==> config.mk <==
export PLATFORM = sky130hd
export DESIGN_NAME = gpio_in_capture
export DESIGN_NICKNAME = d
export VERILOG_FILES = /design/src/rtl/gpio_pkg.sv /design/src/rtl/gpio_debounce_bit.sv /design/src/rtl/gpio_in_capture.sv
export SDC_FILE = /design/constraint.sdc
export NUM_CORES = 1
export LEC_CHECK = 0
export BUFFER_PORTS_ARGS = -buffer_cell sky130_fd_sc_hd__buf_2
export CORE_ASPECT_RATIO = 1.25
export CORE_MARGIN = 2
export CORE_UTILIZATION = 45
export CTS_BUF_LIST = sky130_fd_sc_hd__clkbuf_4 sky130_fd_sc_hd__clkbuf_8
export DETAILED_ROUTE_END_ITERATION = 7
export MAX_ROUTING_LAYER = met4
export PLACE_DENSITY = 0.68
export SKIP_LAST_GASP = 1
export SLEW_MARGIN = 40
export SYNTH_ARGS = -nofsm -noshare
export SYNTH_HDL_FRONTEND = slang
export SYNTH_HIERARCHICAL = 1
export SYNTH_SLANG_ARGS = --single-unit
==> constraint.sdc <==
create_clock -name clk -period 3.1 [get_ports clk]
set_clock_uncertainty 0.05 [all_clocks]
set_input_delay 0.31 -clock clk [delete_from_list [all_inputs] [get_ports clk]]
set_output_delay 0.31 -clock clk [all_outputs]
set_load 0.02 [all_outputs]
==> src/rtl/gpio_pkg.sv <==
// Shared constants for the GPIO input peripheral: register map and bus width.
package gpio_pkg;
    localparam int BUS_W = 32;

    localparam logic [1:0] GPIO_IN_STATE = 2'd0;
    localparam logic [1:0] GPIO_IN_RISE  = 2'd1;
    localparam logic [1:0] GPIO_IN_FALL  = 2'd2;
    localparam logic [1:0] GPIO_IN_IRQEN = 2'd3;
endpackage

==> src/rtl/gpio_debounce_bit.sv <==
// One input pin: 2-flop synchronizer, persistence counter, debounced level,
// and one-cycle rise/fall indications aligned with the edge that updates stable.
module gpio_debounce_bit #(
    parameter int DEBOUNCE_CYCLES = 16
) (
    input  logic clk,
    input  logic rst,
    input  logic pin,
    output logic stable,
    output logic rise_set,
    output logic fall_set
);
    localparam int CW = (DEBOUNCE_CYCLES > 1) ? $clog2(DEBOUNCE_CYCLES) : 1;
    localparam logic [CW-1:0] CNT_MAX = CW'(DEBOUNCE_CYCLES - 1);

    logic          sync1, sync2;
    logic [CW-1:0] cnt;
    logic          accept;

    // The new level has persisted long enough; stable takes it on this edge.
    assign accept   = (sync2 != stable) && (cnt == CNT_MAX);
    assign rise_set = accept &  sync2;
    assign fall_set = accept & ~sync2;

    // Synchronize, then count consecutive cycles the synchronized level differs from stable.
    always_ff @(posedge clk or posedge rst) begin
        if (rst) begin
            sync1  <= 1'b0;
            sync2  <= 1'b0;
            stable <= 1'b0;
            cnt    <= '0;
        end else begin
            sync1 <= pin;
            sync2 <= sync1;
            if (sync2 == stable) begin
                cnt <= '0;
            end else if (accept) begin
                stable <= sync2;
                cnt    <= '0;
            end else begin
                cnt <= cnt + 1'b1;
            end
        end
    end
endmodule

==> src/rtl/gpio_in_capture.sv <==
// Memory-mapped GPIO input port: debounced pin state, sticky W1C edge flags,
// interrupt enables and a level interrupt for enabled edges.
module gpio_in_capture
    import gpio_pkg::*;
#(
    parameter int WIDTH           = 8,
    parameter int DEBOUNCE_CYCLES = 16
) (
    input  logic             clk,
    input  logic             rst,
    input  logic             en,
    input  logic [1:0]       addr,
    input  logic [BUS_W-1:0] DataToIn,
    input  logic [WIDTH-1:0] PORT_IN,
    output logic [BUS_W-1:0] DataFromIn,
    output logic             irq
);
    logic [WIDTH-1:0] stable, rise_set, fall_set;
    logic [WIDTH-1:0] rise, fall, irq_en;
    logic [WIDTH-1:0] rise_clr, fall_clr;

    for (genvar i = 0; i < WIDTH; i++) begin : g_bit
        gpio_debounce_bit #(
            .DEBOUNCE_CYCLES(DEBOUNCE_CYCLES)
        ) u_db (
            .clk     (clk),
            .rst     (rst),
            .pin     (PORT_IN[i]),
            .stable  (stable[i]),
            .rise_set(rise_set[i]),
            .fall_set(fall_set[i])
        );
    end

    assign rise_clr = (en && addr == GPIO_IN_RISE) ? DataToIn[WIDTH-1:0] : '0;
    assign fall_clr = (en && addr == GPIO_IN_FALL) ? DataToIn[WIDTH-1:0] : '0;

    // Sticky edge flags; a new edge outranks a W1C landing on the same cycle.
    always_ff @(posedge clk or posedge rst) begin
        if (rst) begin
            rise   <= '0;
            fall   <= '0;
            irq_en <= '0;
        end else begin
            rise <= (rise & ~rise_clr) | rise_set;
            fall <= (fall & ~fall_clr) | fall_set;
            if (en && addr == GPIO_IN_IRQEN)
                irq_en <= DataToIn[WIDTH-1:0];
        end
    end

    // Read mux; unused upper bits read as zero.
    always_comb begin
        DataFromIn = '0;
        case (addr)
            GPIO_IN_STATE: DataFromIn[WIDTH-1:0] = stable;
            GPIO_IN_RISE:  DataFromIn[WIDTH-1:0] = rise;
            GPIO_IN_FALL:  DataFromIn[WIDTH-1:0] = fall;
            default:       DataFromIn[WIDTH-1:0] = irq_en;
        endcase
    end

    assign irq = |((rise | fall) & irq_en);
endmodule

==> flow_summary.json <==
{
  "drtIter0Drc": 119,
  "crit_buf_inv": 1,
  "rows": 37,
  "fin_util_pct": 51.0,
  "status": "finished clean",
  "rsz0062_at_grt": "no",
  "grt_pass1_vias": 2293,
  "wl_per_cell_um": 14.3,
  "clock_latency_ns": 0.35,
  "clock-sinks": 80,
  "fin_crit_ns": 1.94,
  "firstDrtPassIters": 4,
  "gp_congestion": 0.754,
  "antenna_found_initial": 0,
  "endpoint_kind": "output port",
  "die-area_mm2": 0.00904,
  "worstPathArrival_ns": 1.58,
  "clockBufferDepth": 2,
  "tightest_slew_ns": 0.519,
  "setup_viol": 0,
  "hold_viol": 0,
  "ys_ff_latch": 80,
  "grt_pass1_wl_um": 11000,
  "n_fill_cell": 728,
  "hpwl_um": 4530,
  "cp.required_ns": 2.74,
  "switching_share_pct": 24.4,
  "clock-root-buffer": "clkbuf_8",
  "cp_cell_sequence": "o21ai_0 > nand4_1 > or2_2 > buf_2",
  "seq_area_mm2": 0.00200,
  "start_kind": "flop",
  "drive_gt1_share_pct": 18.2,
  "max_freq_mhz": 516,
  "ys_types": 25,
  "syn_area_per_cell_um2": 12.4,
  "via_count": 2282,
  "finalCritPeriodShare_pct": 62.6,
  "crit_path_max_fanout": 3,
  "diodes": 0,
  "power-per-cell-area_mw_per_mm2": 514,
  "ant_nets": 0,
  "ir_drop_uv": 283,
  "finalSetupTns_ns": 0,
  "max_slew_margin_pct": 65.3,
  "pin_count": 78,
  "multi_input_area_mm2": 0.00154,
  "ys_seq_area_share_pct": 53.6,
  "cts.clk_slew.worst_paths_ns": 0.07,
  "leakage_nw": 2.04,
  "cts-buffers-inserted": 9,
  "fp.dieH_um": 106,
  "p_int_mw": 1.61,
  "worst_path_max_delay_cell": "dfrtp_1",
  "cts_htree_levels": 3,
  "cts_tree": "yes",
  "layout_common_cells": "dfrtp_1 (80), buf_2 (29), conb_1 (24)",
  "die_w_um": 85.5,
  "timing.critical_path.slowest_cell_delay_ns": 0.40,
  "final_common_cell": "dfrtp_1",
  "vias_per_cell": 5.14,
  "cp_top_family": "simple AND/OR/NAND/NOR gates",
  "grt_max_degree": 25,
  "drt_wl_total_um": 6360,
  "drv_slew": 0,
  "pwr-share-clk_pct": 36.9,
  "p_switching_mw": 0.521,
  "cts_resized": 0,
  "hp-class": "in -> reg",
  "final_nets": 396,
  "syn_to_final_growth_pct": 11.3,
  "netlist_area_mm2": 0.00373,
  "p_seq_share_pct": 53.7,
  "start_util_pct": 45.8,
  "synthCells": 300,
  "overflow": 0,
  "post-route-drc-count": 0,
  "track_usage_pct": 16.3,
  "criticalPathCategory": "reg -> out",
  "core_mm2": 0.00815,
  "power_frac_comb_pct": 9.4,
  "maxCapViolCount": 0,
  "ys_warn_count": 6,
  "portBuffers": 29
}
## worst paths after layout
| check | to | from | slack, ns | cells after the start |
|---|---|---|---|---|
| worst max-delay path | irq | fall[4] | 1.16 | 4 |
| worst min-delay path | g_bit[1].u_db/sync1 | PORT_IN[1] | 0.02 | 1 |
| worst max register to register | g_bit[0].u_db/stable | g_bit[0].u_db/cnt[0] | 1.81 | 3 |
| worst min register to register | g_bit[4].u_db/sync2 | g_bit[4].u_db/sync1 | 0.30 | 0 |
| max in group asynchronous | fall[4] | rst | 2.03 | 3 |
| min in group asynchronous | g_bit[7].u_db/stable | rst | 0.50 | 3 |
## cell usage after synthesis, drive strengths merged
cell type	instances	share of area, %
nor2b	8	1.3
dfrtp	80	54
nand4	2	0.34
and3b	2	0.47
nor3b	16	3.2
or2	1	0.17
nand4b	8	1.9
nand3	9	2.6
inv	17	1.7
nand2	16	1.6
o21ai	16	2.1
a21o	16	3.2
mux4	8	5.6
mux2	16	4.8
a21oi	16	2.1
nor2	8	0.80
buf	28	5.8
xnor2	16	3.8
ha	8	2.7
a311oi	8	1.9
conb	1	0.10
## cell families after synthesis
group                    after synthesis  synth area share (%)
buffers and inverters                 45                  7.54
AO/OA/AOI/OAI                         56                  9.39
multiplexers                          24                  10.5
AND/OR/NAND/NOR                       70                  12.4
flip-flops                            80                  53.6
XOR/XNOR                              16                  3.75
other                                  1                 0.100
adder cells (fa/ha/maj)                8                  2.68
## state kept, by name (all words and copies together), names as in the netlist
name and cells:
g_bit.u_db/cnt 32, fall 8, g_bit.u_db/stable 8, g_bit.u_db/sync1 8, g_bit.u_db/sync2 8, irq_en 8, rise 8
## metrics by stage
step / std cells / total power, mW / hold slack (ns) / instance area [µm²] / setup WS (ns)
final: 444 / 2.13 / 0.0210 / 4150 / 1.16
after global routing: 444 / 2.24 / 0.00968 / 4150 / 1.08
after CTS: 444 / 2.16 / 0.00217 / 4150 / 1.14
after detailed placement: 421 / 1.36 / 0.285 / 3870 / 1.30
after global placement: 421 / 1.35 / 0.281 / 3870 / 1.31
after floorplan: 323 / 1.33 / 0.0634 / 3820 / 1.64
## power groups by stage
stage	combinational, mW	clock [mW]	sequential, mW
floorplan	0.175	0	1.15
global placement	0.192	0	1.16
detailed placement	0.196	0	1.17
CTS	0.205	0.815	1.15
global route	0.228	0.861	1.15
finish	0.201	0.788	1.15
## timing repair
item | in CTS | in global routing
hold buffers | 8 | 0
setup buffers | 0 | 0
endpoints found under the hold margin | 63 | 0
## layout make-up
cell class,instances,area share (%)
clock buffers,12,3.98
flip-flops and latches,80,48.2
clock inverters,3,0.964
inverters,17,1.54
well taps,97,2.92
multi-input cells,198,37.0
repair buffers,37,5.42
## per-layer routing
layer | share of wire [%] | track usage (%)
met5 | 0 | -
met4 | 2.3 | 7.48
met1 | 45 | 20.9
met3 | 4.5 | 4.31
met2 | 48 | 24.2
Power figures use the tool's default switching activity.
